--- config.mk ---
export PLATFORM = sky130hd
export DESIGN_NAME = vpu_sequencer
export DESIGN_NICKNAME = d
export VERILOG_FILES = /design/src/rtl/vpu_sequencer.sv
export SDC_FILE = /design/constraint.sdc
export NUM_CORES = 2
export LEC_CHECK = 0
export BUFFER_PORTS_ARGS = -buffer_cell sky130_fd_sc_hd__buf_2
export CORE_ASPECT_RATIO = 1.4
export CORE_MARGIN = 10
export CORE_UTILIZATION = 48
export DETAILED_ROUTE_END_ITERATION = 10
export PLACE_DENSITY_LB_ADDON = 0.2
export SLEW_MARGIN = 5
export SYNTH_ARGS = -nofsm -noshare
export SYNTH_HDL_FRONTEND = slang
export SYNTH_SLANG_ARGS = --single-unit
--- constraint.sdc ---
create_clock -name clk -period 4 [get_ports clk]
set_input_delay 0.8 -clock clk [delete_from_list [all_inputs] [get_ports clk]]
set_output_delay 0.8 -clock clk [all_outputs]
set_load 0.005 [all_outputs]
--- src/rtl/vpu_sequencer.sv ---
// Instruction sequencer for the 8-lane Q16.16 vector datapath: owns the vector
// register file, holds operands for an opcode-dependent time, writes results back.
module vpu_sequencer #(
    parameter int NUM_VREGS   = 8,
    parameter int EXEC_CYCLES = 1,
    parameter int DIV_CYCLES  = 4
) (
    input  logic             clk,
    input  logic             rst,
    input  logic             instr_valid,
    output logic             instr_ready,
    input  logic [2:0]       instr_op,
    input  logic [2:0]       instr_rd,
    input  logic [2:0]       instr_ra,
    input  logic [2:0]       instr_rb,
    input  logic [31:0]      instr_scalar,
    output logic [7:0][31:0] dp_vec_a,
    output logic [7:0][31:0] dp_vec_b,
    output logic [31:0]      dp_scalar,
    output logic [2:0]       dp_operation,
    input  logic [7:0][31:0] dp_result,
    input  logic             host_wr_en,
    input  logic [2:0]       host_wr_reg,
    input  logic [2:0]       host_wr_lane,
    input  logic [31:0]      host_wr_data,
    input  logic [2:0]       host_rd_reg,
    input  logic [2:0]       host_rd_lane,
    output logic [31:0]      host_rd_data,
    output logic             busy,
    output logic             done,
    output logic             err
);

    localparam int MAX_CYCLES = (DIV_CYCLES > EXEC_CYCLES) ? DIV_CYCLES : EXEC_CYCLES;
    localparam int CNT_W      = $clog2(MAX_CYCLES + 1);

    typedef enum logic [1:0] {
        IDLE = 2'd0,
        EXEC = 2'd1,
        WB   = 2'd2
    } state_t;

    state_t           state_r;
    logic [CNT_W-1:0] cnt_r;
    logic [2:0]       rd_r;
    logic [2:0]       ra_r;
    logic [2:0]       rb_r;
    logic [2:0]       dp_op_r;
    logic [31:0]      dp_scalar_r;
    logic             illegal_r;
    logic             busy_r;
    logic             done_r;
    logic             err_r;
    logic             err_defer_r;
    logic [31:0]      rf_r [NUM_VREGS][8];
    logic [31:0]      host_rd_data_r;

    logic             accept_s;
    logic             last_exec_s;
    logic             host_wr_ok_s;
    logic             host_busy_wr_s;

    assign instr_ready    = (state_r == IDLE) && !rst && !illegal_r;
    assign accept_s       = instr_valid && instr_ready;
    assign last_exec_s    = (state_r == EXEC) && (cnt_r == CNT_W'(1));
    assign host_wr_ok_s   = host_wr_en && (state_r == IDLE);
    assign host_busy_wr_s = host_wr_en && (state_r != IDLE);

    assign busy         = busy_r;
    assign done         = done_r;
    assign err          = err_r;
    assign dp_operation = dp_op_r;
    assign dp_scalar    = dp_scalar_r;
    assign host_rd_data = host_rd_data_r;

    // Control FSM: handshake, hold counter, done/err pulses and datapath opcode/scalar.
    always_ff @(posedge clk) begin
        if (rst) begin
            state_r     <= IDLE;
            cnt_r       <= '0;
            rd_r        <= 3'd0;
            ra_r        <= 3'd0;
            rb_r        <= 3'd0;
            dp_op_r     <= 3'b111;
            dp_scalar_r <= 32'd0;
            illegal_r   <= 1'b0;
            busy_r      <= 1'b0;
            done_r      <= 1'b0;
            err_r       <= 1'b0;
            err_defer_r <= 1'b0;
        end else begin
            done_r    <= 1'b0;
            illegal_r <= 1'b0;
            // A rejected host write landing on the done cycle is reported one cycle later.
            err_r       <= (host_busy_wr_s && !last_exec_s) || err_defer_r;
            err_defer_r <= host_busy_wr_s && last_exec_s;
            case (state_r)
                IDLE: begin
                    if (accept_s) begin
                        rd_r <= instr_rd;
                        ra_r <= instr_ra;
                        rb_r <= instr_rb;
                        if (instr_op >= 3'd5) begin
                            illegal_r <= 1'b1;
                            err_r     <= 1'b1;
                        end else begin
                            cnt_r       <= (instr_op == 3'b011) ? CNT_W'(DIV_CYCLES)
                                                                : CNT_W'(EXEC_CYCLES);
                            dp_op_r     <= instr_op;
                            dp_scalar_r <= instr_scalar;
                            busy_r      <= 1'b1;
                            state_r     <= EXEC;
                        end
                    end
                end
                EXEC: begin
                    cnt_r <= cnt_r - CNT_W'(1);
                    if (last_exec_s) begin
                        dp_op_r     <= 3'b111;
                        dp_scalar_r <= 32'd0;
                        done_r      <= 1'b1;
                        state_r     <= WB;
                    end
                end
                WB: begin
                    busy_r  <= 1'b0;
                    state_r <= IDLE;
                end
                default: begin
                    dp_op_r     <= 3'b111;
                    dp_scalar_r <= 32'd0;
                    busy_r      <= 1'b0;
                    state_r     <= IDLE;
                end
            endcase
        end
    end

    // Register file: write-back on the last EXEC edge, host writes only while idle.
    always_ff @(posedge clk) begin
        if (rst) begin
            for (int r = 0; r < NUM_VREGS; r++) begin
                for (int l = 0; l < 8; l++) begin
                    rf_r[r][l] <= 32'd0;
                end
            end
            host_rd_data_r <= 32'd0;
        end else begin
            host_rd_data_r <= rf_r[host_rd_reg][host_rd_lane];
            if (last_exec_s) begin
                for (int l = 0; l < 8; l++) begin
                    rf_r[rd_r][l] <= dp_result[l];
                end
            end else if (host_wr_ok_s) begin
                rf_r[host_wr_reg][host_wr_lane] <= host_wr_data;
            end
        end
    end

    // Operand vectors come straight from the register file while executing, zero otherwise.
    always_comb begin
        dp_vec_a = '0;
        dp_vec_b = '0;
        if (state_r == EXEC) begin
            for (int l = 0; l < 8; l++) begin
                dp_vec_a[l] = rf_r[ra_r][l];
                dp_vec_b[l] = rf_r[rb_r][l];
            end
        end else begin
            dp_vec_a = '0;
            dp_vec_b = '0;
        end
    end

endmodule

==> flow_summary.toml <==
[synth]
synth-adder-area-share_pct = 0.0284
synth_top_family_by_area = "multiplexers"
synth_edf_count = 2048
synth-compound-area-share_pct = 2.27
synth_ff_type = "edfxtp_1"
synth_top_cell_area_share_pct = 49.9
synth_seq_cells = 2140
synth.yosys.warnings = 0
synthTopCellsByArea = "edfxtp_1, mux4_2, nor2_1"
yosys.area.top_type = "edfxtp_1"
syn_nets = 9036
synthArstFlopShare_pct = 0
synth_cell_types = 54
ys_seq_area_share_pct = 51.4
yosys.area_share.simple_pct = 9.63
syn_inst = 8686
synth_area_um2 = 123000
syn_avg_cell_area_um2 = 14.2
synth_xor_area_share_pct = 0
synthMuxAreaShare_pct = 33.9

[timing]
setup_violations = 9
finalCritPeriodShare_pct = 102
maxSlewViolCount = 0
worst_slack_ns = -0.0713
worstMarginPinSlew_ns = 1.29
finalHoldViolCount = 0
whs_ns = 0.125
fmax_mhz = 246
relSlewSlack_pct = 13.6
period_minus_slack_ns = 4.07
skew_ns = 0.0824
finalSetupTns_ns = -0.200
rsz0062_at_grt = "yes"

[clock_tree]
clkTransAtPathRegs_ns = 0.06
clk_latency_ns = 0.93
cts_buffers = 220
cts_tree = "built"
clock_sinks = 2140
clockRootBuffer = "clkbuf_16"
cts.htree.levels = 4
clock_path_buffers = 4
hold_buffers = 0

[floorplan]
dieArea_um2 = 278000
ios = 931
fp.dieW_um = 448
rows = 220
die_y_um = 620
start_util_pct = 48.2
fp.coreArea_um2 = 256000

[cells_and_area]
layout.nets = 10054
finalInstanceArea_um2 = 144000
multiInputGateArea_um2 = 57300
regArea_um2 = 63400
fill_cells = 20677
layout-drive-gt1-share_pct = 37.6
area_growth_pct = 16.8
layout_common_cells = "nor2_1, edfxtp_1, mux4_2"
final_common_cell = "nor2_1"

[route]
wl_um = 563000
drt_iter0_markers = 15839
ant_nets = 0
viasPerCell = 7.16
dr.pass1.iters = 8
wire_per_inst_um = 42.4
dr_total_vias = 94971
post-route-drc-count = 0

[critical_path]
path_class = "reg2out"
cp_max_fo = 127
arrival_ns = 3.27
slowest_stage = "nor2_1"
worst-path-buf-inv = 2
cp-start-kind = "flop"
cpLargestDelayFamily = "simple AND/OR/NAND/NOR gates"
end_kind = "primary output"
cp.required_ns = 3.20
cp_slowest_stage_delay_ns = 0.81
worstPathCellList = "nand2b_4 > buf_12 > nor2_1 > buf_2"

[outcome]
outcome = "finished with violations"
failed_checks = "negative setup slack"

[placed_design]
hpwl_um = 390000
io_buffers = 930
postPlaceCellArea_um2 = 136000
place_congestion = 0.974
pre_cts_ws_ns = 0.0699

[global_routing]
grt_max_degree = 170
grt_usage_pct = 39.5
antenna_found_initial = 72
grt_first_pass_wirelength_um = 756000
grt_pass1_vias = 91654
grt_overflow = 0

[hold_path]
hold_class = "in2reg"

[flow_run]
drv_cap = 0

[pwr]
power_leakage_nw = 50.3
irDropWorstVdd_mv = 0.396
power_density_nw_per_um2 = 392
## flip-flops by register name (all words and copies together) (netlist names), named ones only
register and count:
rf_r 2048, dp_scalar 32, host_rd_data 32, cnt_r 3, dp_operation 3, ra_r 3, rb_r 3, rd_r 3
state_r 2, busy 1, done 1, err 1, err_defer_r 1, illegal_r 1
## power by group
group          total, W  switching (W)  internal, W
registers        0.0261       0.000732       0.0253
logic           0.00972        0.00597      0.00375
clock network    0.0207        0.00934       0.0114
## metrics by stage
step	util (%)	total power (W)	std cells
finish	56.3	0.0565	13260
global route	56.2	0.0574	13209
CTS	56.0	0.0560	13188
detailed placement	53.1	0.0357	12779
global placement	53.1	0.0355	12779
floorplan	-	0.0311	8686
## final cells by class
class	count	share of cell area, %
Antenna cell	56	0.0973
Clock buffer	262	3.99
Clock inverter	130	0.816
Inverter	9	0.0269
Multi-Input combinational cell	5736	39.8
Sequential cell	2140	44.0
Tap cell	3330	2.89
Timing Repair Buffer	1597	8.41
## worst min-delay path: cells and delay by family
family	cells	cell delay (ns)
buffers and inverters	1	0.07
AOI/OAI and AO/OA	1	0.06
and+or+nand+nor	1	0.07
## cell usage after synthesis, types with 4 or more instances
master,n
edfxtp_1,2048
o21ai_0,16
mux2i_1,612
a22oi_1,49
nand2_1,226
nor2_1,2643
nor2b_1,13
nand2b_1,74
or3_1,4
a211oi_1,7
clkbuf_1,439
buf_2,113
a21oi_1,306
nand3_1,29
o211ai_1,15
a32oi_1,13
buf_1,201
inv_1,7
a31oi_1,13
buf_4,44
and2_1,39
a221oi_1,8
and3_1,5
o221ai_1,10
o22ai_1,23
mux4_2,1575
mux2_2,22
dfxtp_1,92
## metal layers
layer	vias up	wire length (um)	global-route usage, %
li1	35871	-	-
met1	48517	170000	46.7
met2	8838	251000	58.7
met3	1677	84200	13.1
met4	68	57400	32.4
met5	-	434	0
## what timing repair did
action	4_1_cts	5_1_grt
endpoints found under the setup margin	238	84
setup buffers	13	13
cloned	4	3
resized for setup	80	61
## logic make-up after synthesis
family | Yosys count
muxes | 2209
DFF | 2140
and+or+nand+nor | 3046
buffers and inverters | 810
adders and majority gates | 3
AOI/OAI and AO/OA | 478
## final timing paths
kind | startpoint | endpoint | slack (ns) | cells past startpoint
max | state_r[0]$_SDFFE_PP0P_ | dp_vec_a[185] | -0.07 | 4
min | instr_scalar[19] | dp_scalar[19]$_SDFFE_PP0P_ | 0.13 | 3
max reg2reg | state_r[1]$_SDFFE_PP0P_ | rf_r[0][160]$_SDFFCE_PN0P_ | 0.41 | 5
min reg2reg | cnt_r[1]$_SDFFE_PP0P_ | cnt_r[1]$_SDFFE_PP0P_ | 0.46 | 2
Note: power is estimated with default switching activity, not from simulation.
